File: config.mk
export PLATFORM = sky130hd
export DESIGN_NAME = rand_note_gen
export DESIGN_NICKNAME = d
export VERILOG_FILES = /design/src/rtl/rand_note_gen.sv
export SDC_FILE = /design/constraint.sdc
export NUM_CORES = 1
export LEC_CHECK = 0
export BUFFER_PORTS_ARGS = -buffer_cell sky130_fd_sc_hd__buf_2
export CAP_MARGIN = 20
export CORE_MARGIN = 1
export CORE_UTILIZATION = 35
export CTS_CLUSTER_DIAMETER = 80
export DETAILED_ROUTE_END_ITERATION = 12
export GPL_ROUTABILITY_DRIVEN = 0
export SETUP_SLACK_MARGIN = 0.2
export SLEW_MARGIN = 20
export SYNTH_ARGS = -nofsm -noshare
export SYNTH_HDL_FRONTEND = slang
export SYNTH_SLANG_ARGS = --single-unit
File: constraint.sdc
create_clock -name clk -period 5.7 [get_ports clk]
set_clock_uncertainty 0.15 [all_clocks]
set_input_delay 0.57 -clock clk [delete_from_list [all_inputs] [get_ports clk]]
set_output_delay 0.57 -clock clk [all_outputs]
set_load 0.02 [all_outputs]
File: src/rtl/rand_note_gen.sv
`default_nettype none
// ============================================================================
//  Module      : rand_note_gen
//  Description : LFSR-driven random note generator. A request triggers a
//                bounded rejection-sampling draw of a note in
//                0..NUM_NOTES-1, optionally excluding the previously
//                delivered note, with a valid/ready style hand-off.
//  Revision    : 1.0 - initial release
// ============================================================================
module rand_note_gen #(
  parameter int unsigned      WIDTH        = 16,
  parameter logic [WIDTH-1:0] TAPS         = 16'hB400,
  parameter logic [WIDTH-1:0] SEED_DEFAULT = {{(WIDTH-1){1'b0}}, 1'b1},
  parameter int unsigned      NOTE_BITS    = 4,
  parameter int unsigned      NUM_NOTES    = 12,
  parameter int unsigned      MAX_TRIES    = 8
) (
  input  logic                 clk,
  input  logic                 reset,
  input  logic                 free_run,
  input  logic                 no_repeat,
  input  logic                 seed_load,
  input  logic [WIDTH-1:0]     seed_in,
  input  logic                 req,
  input  logic                 note_ready,
  output logic [NOTE_BITS-1:0] note,
  output logic                 note_valid,
  output logic                 busy,
  output logic [WIDTH-1:0]     lfsr_state
);

  // Tries counter must be able to hold MAX_TRIES itself.
  localparam int unsigned TRY_W = (MAX_TRIES < 1) ? 1 : $clog2(MAX_TRIES + 1);
  // One extra bit so NUM_NOTES == 2**NOTE_BITS is representable.
  localparam int unsigned CMP_W = NOTE_BITS + 1;

  localparam logic [CMP_W-1:0] C_NUM_NOTES = CMP_W'(NUM_NOTES);
  localparam logic [TRY_W-1:0] C_MAX_TRIES = TRY_W'(MAX_TRIES);
  localparam logic [TRY_W-1:0] C_TRY_ONE   = TRY_W'(1);
  localparam logic [CMP_W-1:0] C_CMP_ONE   = CMP_W'(1);
  localparam logic [WIDTH-1:0] C_LFSR_ZERO = '0;

  typedef enum logic [1:0] {
    ST_IDLE = 2'd0,
    ST_DRAW = 2'd1,
    ST_HOLD = 2'd2
  } state_t;

  state_t               r_state;
  logic [WIDTH-1:0]     r_lfsr;
  logic [NOTE_BITS-1:0] r_note;
  logic                 r_note_valid;
  logic                 r_busy;
  logic [TRY_W-1:0]     r_tries;
  logic [NOTE_BITS-1:0] r_last_note;
  logic                 r_has_last;

  logic                 w_feedback;
  logic [WIDTH-1:0]     w_lfsr_step;
  logic                 w_lfsr_advance;
  logic [NOTE_BITS-1:0] w_cand;
  logic [CMP_W-1:0]     w_cand_ext;
  logic                 w_out_of_range;
  logic                 w_repeat_hit;
  logic                 w_reject;
  logic                 w_forced;
  logic [CMP_W-1:0]     w_mod_ext;
  logic [CMP_W-1:0]     w_mod_inc;
  logic [NOTE_BITS-1:0] w_mod_note;
  logic [NOTE_BITS-1:0] w_mod_next;
  logic                 w_mod_repeat;
  logic [NOTE_BITS-1:0] w_forced_note;
  logic                 w_accept;
  logic [NOTE_BITS-1:0] w_choice;

  // Fibonacci LFSR next value and the condition under which it steps.
  always_comb begin
    w_feedback     = ^(r_lfsr & TAPS);
    w_lfsr_step    = {r_lfsr[WIDTH-2:0], w_feedback};
    w_lfsr_advance = (r_state == ST_DRAW) || ((r_state == ST_IDLE) && free_run);
  end

  // Candidate evaluation: range/repeat rejection and the forced fallback once
  // the retry budget is exhausted.
  always_comb begin
    w_cand         = r_lfsr[NOTE_BITS-1:0];
    w_cand_ext     = {1'b0, w_cand};
    w_out_of_range = (w_cand_ext >= C_NUM_NOTES);
    w_repeat_hit   = no_repeat && r_has_last && (w_cand == r_last_note);
    w_reject       = w_out_of_range || w_repeat_hit;
    w_forced       = (r_tries >= C_MAX_TRIES);

    // Fold the candidate into range, then step past the last note if needed.
    w_mod_ext      = w_cand_ext % C_NUM_NOTES;
    w_mod_note     = w_mod_ext[NOTE_BITS-1:0];
    w_mod_inc      = w_mod_ext + C_CMP_ONE;
    if (w_mod_inc >= C_NUM_NOTES) begin
      w_mod_next = '0;
    end else begin
      w_mod_next = w_mod_inc[NOTE_BITS-1:0];
    end
    w_mod_repeat   = no_repeat && r_has_last && (w_mod_note == r_last_note);
    w_forced_note  = w_mod_repeat ? w_mod_next : w_mod_note;

    w_accept       = w_forced || !w_reject;
    w_choice       = w_forced ? w_forced_note : w_cand;
  end

  // LFSR register: seed load wins, a stuck-at-zero value self-heals,
  // otherwise step when the FSM allows it.
  always_ff @(posedge clk or negedge reset) begin
    if (!reset) begin
      r_lfsr <= SEED_DEFAULT;
    end else if (seed_load) begin
      r_lfsr <= (seed_in == C_LFSR_ZERO) ? SEED_DEFAULT : seed_in;
    end else if (r_lfsr == C_LFSR_ZERO) begin
      r_lfsr <= SEED_DEFAULT;
    end else if (w_lfsr_advance) begin
      r_lfsr <= w_lfsr_step;
    end
  end

  // Control FSM with registered note/valid/busy outputs and draw bookkeeping.
  always_ff @(posedge clk or negedge reset) begin
    if (!reset) begin
      r_state      <= ST_IDLE;
      r_note       <= '0;
      r_note_valid <= 1'b0;
      r_busy       <= 1'b0;
      r_tries      <= '0;
      r_last_note  <= '0;
      r_has_last   <= 1'b0;
    end else begin
      case (r_state)
        ST_IDLE: begin
          if (req) begin
            r_state <= ST_DRAW;
            r_busy  <= 1'b1;
            r_tries <= '0;
          end
        end

        ST_DRAW: begin
          if (w_accept) begin
            r_note       <= w_choice;
            r_last_note  <= w_choice;
            r_has_last   <= 1'b1;
            r_note_valid <= 1'b1;
            r_tries      <= '0;
            r_busy       <= 1'b0;
            r_state      <= ST_HOLD;
          end else begin
            r_tries <= r_tries + C_TRY_ONE;
          end
        end

        ST_HOLD: begin
          // Note and valid stay frozen until the consumer takes the note.
          if (note_ready) begin
            r_note_valid <= 1'b0;
            r_state      <= ST_IDLE;
          end
        end

        default: begin
          r_state      <= ST_IDLE;
          r_busy       <= 1'b0;
          r_note_valid <= 1'b0;
          r_tries      <= '0;
        end
      endcase
    end
  end

  assign note       = r_note;
  assign note_valid = r_note_valid;
  assign busy       = r_busy;
  assign lfsr_state = r_lfsr;

endmodule
`default_nettype wire
==> metrics, run 1 <==
run status=complete, no violations; Worst Tran Pin Value=0.987 ns; first-pass GRT wire length=roughly 7100 um; hold crit path type=in -> async; Final ANT Viol Nets=0; WP data arrival=around 2.4 ns; Cell variety after synth=50; Num CTS Buffers=5; Setup WS pre-CTS=between 3 and 4 ns; Ports=45; average vias per placed instance=slightly above 5; Net Sw Power=0.438 mW; IR Drop Worst-Case VDD=0.301 mV; Synth Flop Type=dfrtp_1; total congestion overflow=0; hold bufs inserted after CTS=0; type of origin of the critical path=flop; Crit Reg-Reg Startpoint=lfsr_state[0]; DR vias=between 1500 and 2000; Clk Latency, worst-skew pair=around 0.27 ns; largest net degree at the start of global routing=30; EDFF count, synth=0; endpoints failing setup=0; Crit path required time=around 5.7 ns; Resized Gates After CTS=0; area share of and/or/nand/nor cells after synthesis=roughly 22%; final wirelength=between 4000 and 5000 um; largest family of logic cells by synthesized area=compound AO/OA/AOI/OAI gates; final period utilization=between 40 and 50%; clock-pin slew on the worst setup and hold paths=~0.07 ns; area of the multi-input gates=960 um2; post-route DRC violation count=0; crit path cell chain=inv_1, ha_1, nor4b_1, a41oi_2, nand2_2, nor2_1, a21oi_2; Max Cap Viol=0; Slew Limit Fails=0; depth of the most critical reg-to-reg path=7; CTS root buf=clkbuf_8; Post-Synth XOR/XNOR Area=under 10%; Cells after Synth=193; Final WS setup=between 3 and 4 ns; Worst Setup Path Type=reg -> reg; commonest cells after routing, fill and taps aside=buf_2 (44), dfrtp_1 (28), nor2_1 (23); num rows=25; Fill cells=~530; post-synthesis compound-gate area fraction=a little under a quarter; internal power=approximately 0.54 mW; Yosys reg bits=29; DIE AREA=~0.0054 mm2; Final Hold Viols=0; CP max stage cell=dfstp_2; H-tree depth=2; post-DP HPWL=between 3000 and 4000 um; PwrDens=between 400 and 500 mW/mm2; Clock Sinks=29; register cell area after layout=727 um2; RSZ-0062 raised after global routing=false; Area growth syn-to-layout=18.5%; fraction of registers with async set/reset=between 90% and 100%; crit-path max FO=17; post-synthesis mux area share=between 1 and 1.5%; Port Buffer Count=between 40 and 50; die width=73.5 um; leading cell type in the layout, fill and taps excluded=buf_2; min Tclk post-route=between 2 and 2.5 ns; Syn Area/Cell=between 9 and 10 um2; Net Count, Synth=221; f_max=~410 MHz; r2r setup slk=roughly 3.3 ns; reg-to-reg endpoint=lfsr_state[7]; slowest stage delay, CP=0.62 ns; worst rel slew slack=about a third; Layout Nets=about 260; starting density of the core=~37%; Switching Share=between 40% and 50%; Seq/Total Area, Yosys=around two fifths; synthesized cell area=between 0.0015 and 0.002 mm2; clock buffer depth=2; TritonCTS clock tree=built; vias in the first global route=1529; wire per inst=~14 um; Gate power share=about 44%; gr usage total=roughly 17%; share of layout cells above drive strength 1=a little under a third; Core Area=roughly 0.0048 mm2; clock share of power=a little under a fifth; Leakage=roughly 0.93 nW; Syn. warnings=0; Die Span Y=73.5 um; CP endpoint kind=flop; post-CTS setup buffers=0; TNS Setup=0 ns; drt pass-1 iters=5; Post-Synth Adder-Cell Area=approximately 3.5%; initial antenna violation count=0; sequential share of power=38.2%; # diodes=0; 1st-iter DRT viols=around 130
==> cell type report <==
class	instances	area share [%]
multi-input combinational	146	45.3
sequential	29	34.3
timing repair buffer	44	10.4
clock buffer	8	4.25
tap	67	3.96
inverter	10	1.77
==> cells in the mapped netlist, drive strengths merged, types with 2 or more instances <==
cell type / instances / share of area (%)
mux2i: 2 / 1.1
a41oi: 2 / 1.4
nand3b: 2 / 0.84
o21ai: 23 / 6.9
ha: 5 / 3.5
clkbuf: 2 / 0.49
nor2b: 5 / 1.7
nand2b: 3 / 1.0
a21oi: 20 / 7.1
or2: 2 / 0.84
buf: 6 / 3.1
nand2: 21 / 4.5
inv: 10 / 2.1
nor3: 2 / 1.5
nor2: 24 / 5.2
nand3: 2 / 0.56
a221oi: 2 / 1.7
nor4b: 3 / 1.8
nor3b: 2 / 0.84
dfrtp: 28 / 39
o311a: 2 / 1.2
nor4: 6 / 2.4
xnor2: 2 / 0.98
xor2: 5 / 3.3
==> stage by stage <==
stage	hold WS [ns]	std cells	util (%)	area, um2	power [mW]
6_report	0.174	304	44.0	2120	0.976
2_1_floorplan	0.124	193	-	1790	0.694
4_1_cts	0.194	304	44.0	2120	0.987
3_5_place_dp	0.320	296	42.1	2030	0.810
5_1_grt	0.229	304	44.0	2120	1.05
3_3_place_gp	0.303	296	42.1	2030	0.804
==> registers in the layout, summed over array words and instances, names as in the netlist <==
register	cells
r_state	2
r_last_note	4
r_has_last	1
busy	1
note_valid	1
lfsr_state	16
r_tries	4
==> power by group through the flow <==
stage / clock network, mW / registers (mW) / logic [mW]
after floorplan: 0 / 0.409 / 0.285
after global placement: 0 / 0.376 / 0.427
after detailed placement: 0 / 0.377 / 0.432
after CTS: 0.179 / 0.373 / 0.434
after global routing: 0.188 / 0.387 / 0.479
final: 0.177 / 0.373 / 0.427
==> kinds of logic (layout without fill, tap and decap cells) <==
| group | Yosys count | count (layout) |
|---|---|---|
| flip-flops | 29 | 29 |
| AO/OA/AOI/OAI | 58 | 58 |
| XOR/XNOR | 7 | 7 |
| multiplexers | 2 | 2 |
| buffers and inverters | 18 | 62 |
| adder cells (fa/ha/maj) | 5 | 5 |
| AND/OR/NAND/NOR | 74 | 74 |
==> worst max path at each step <==
stage                          end           from
finish               lfsr_state[7]  lfsr_state[0]
global route         lfsr_state[8]  lfsr_state[0]
CTS                 lfsr_state[10]  lfsr_state[0]
detailed placement   lfsr_state[7]  lfsr_state[0]
global placement     lfsr_state[7]  lfsr_state[0]
floorplan           lfsr_state[10]  lfsr_state[0]
==> critical path: cells and delay by family, from the launching register on <==
| kind | cells | cell delay (ns) |
|---|---|---|
| AOI/OAI and AO/OA | 2 | 0.58 |
| adders and majority gates | 1 | 0.18 |
| buffers and inverters | 1 | 0.08 |
| DFF | 1 | 0.62 |
| and+or+nand+nor | 3 | 0.69 |
==> per-layer routing <==
layer	vias up	global-route usage (%)	part of all wire [%]
met2	29	27.6	48
met3	2	3.57	3.9
met4	0	4.06	0.58
met5	-	0	0
met1	746	23.5	48
li1	761	-	-
No activity file was read; power rests on OpenSTA's default activity.
==> run 2, diff against run 1 <==
==> constraint.sdc (replaced) <==
create_clock -name clk -period 1.98 [get_ports clk]
set_clock_uncertainty 0.15 [all_clocks]
set_input_delay 0.198 -clock clk [delete_from_list [all_inputs] [get_ports clk]]
set_output_delay 0.198 -clock clk [all_outputs]
set_load 0.02 [all_outputs]
==> metrics, run 2 (synthesis results as in run 1) <==
run status=complete, no violations; average vias per placed instance=slightly above 5; leading cell type in the layout, fill and taps excluded=buf_2; initial antenna violation count=0; Core Area=between 0.004 and 0.005 mm2; TritonCTS clock tree=built; Final ANT Viol Nets=0; final wirelength=4660 um; num rows=25; H-tree depth=2; Crit path required time=2.00 ns; slowest stage delay, CP=around 0.59 ns; min Tclk post-route=1.87 ns; final instance area=0.00246 mm2; DIE AREA=about 0.0054 mm2; Ports=between 40 and 50; Clock Sinks=29; register cell area after layout=approximately 730 um2; Placement Cell Area=approximately 0.0021 mm2; share of layout cells above drive strength 1=about half; die width=73.5 um; Worst Setup Path Type=reg -> reg; Layout Nets=285; worst rel slew slack=just under 50%; Leakage=~1.0 nW; Fill cells=472; type of origin of the critical path=flop; first-pass GRT wire length=7450 um; vias in the first global route=about 1500; clock-pin slew on the worst setup and hold paths=about 0.070 ns; commonest cells after routing, fill and taps aside=buf_2 (44), dfrtp_1 (24), nand2_1 (20); gr usage total=between 15 and 20%; Worst Tran Pin Value=between 0.7 and 0.8 ns; # diodes=0; crit-path max FO=8; area of the multi-input gates=roughly 0.0011 mm2; TNS Setup=0 ns; Num CTS Buffers=5; starting density of the core=roughly 37%; Die Span Y=~73 um; CP max stage cell=dfstp_2; Slew Limit Fails=0; max reg flops=16; CTS root buf=clkbuf_8; IR Drop Worst-Case VDD=0.732 mV; f_max=between 500 and 600 MHz; post-DP HPWL=3060 um; final period utilization=between 90% and 100%; largest net degree at the start of global routing=30; Clk Latency, worst-skew pair=between 0.2 and 0.3 ns; post-route DRC violation count=0; Max Cap Viol=0; clock buffer depth=2; PwrDens=approximately 1300 mW/mm2; hold crit path type=in -> reg; WP data arrival=roughly 1.9 ns; overall power=between 3 and 4 mW; DR vias=about 1600; RSZ-0062 raised after global routing=true; Port Buffer Count=between 40 and 50; 1st-iter DRT viols=just over 90; crit path cell chain=inv_2, ha_2, nor4b_4, a41oi_2, buf_6, nand2_8, nor2_2, a21oi_1; Final Hold Viols=0; drt pass-1 iters=4; Area growth syn-to-layout=37.9%; CP endpoint kind=flop; wire per inst=approximately 14 um; endpoints failing setup=0; total congestion overflow=0; worst hold margin=around 0.011 ns
run 2: per-layer routing:
| layer | vias up | wire length [um] | global-route usage (%) |
|---|---|---|---|
| met5 | - | 0 | 0 |
| met1 | 786 | 2210 | 26.0 |
| met4 | 0 | 58 | 5.13 |
| met3 | 5 | 143 | 3.29 |
| met2 | 28 | 2250 | 28.0 |
| li1 | 815 | - | - |
run 2: repair_timing:
item                                    CTS  global route
setup buffers                             6             6
resized for setup                        13            31
gates cloned                              0             2
endpoints found under the hold margin    28             0
pin swaps                                 8             8
endpoints found under the setup margin   26            27
hold buffers                              1             0
run 2: final cells by class:
cell class | count | share of cell area, %
multi-input combinational | 147 | 46.6
sequential | 29 | 29.7
timing repair buffer | 64 | 15.4
tap | 67 | 3.40
clock buffer | 6 | 2.94
inverter | 10 | 1.52
clock inverter | 2 | 0.406
run 2: path summary, 6_finish.rpt:
check | from | endpoint | slack, ns | depth (start not counted)
max | lfsr_state[0] | lfsr_state[6] | 0.11 | 8
min | seed_in[5] | lfsr_state[5] | 0.01 | 3
max reg2reg | lfsr_state[0] | lfsr_state[6] | 0.11 | 8
min reg2reg | r_has_last | r_has_last | 0.32 | 1
max in group asynchronous | reset | lfsr_state[2] | 0.87 | 2
min in group asynchronous | reset | r_last_note[3] | 0.33 | 2
run 2: critical path, delay by kind of cell (launching register included):
kind                     cells  cell delay (ns)
adder cells (fa/ha/maj)      1             0.16
flip-flops                   1             0.59
buffers and inverters        2             0.24
AO/OA/AOI/OAI                2             0.28
AND/OR/NAND/NOR              3             0.33
run 2: stage by stage:
step                std cells  util, %  setup slack (ns)
finish                    325     51.2             0.109
global route              325     51.2            0.0363
CTS                       317     47.6             0.120
detailed placement        302     43.8            0.0763
global placement          302     43.8            0.0741
floorplan                 193        -            0.0471
run 2: power by group:
part	internal (mW)	switching, mW	leakage, nW	total (mW)
registers	0.789	0.321	0.342	1.11
clock network	0.243	0.235	0.0450	0.478
logic	0.697	0.920	0.659	1.62
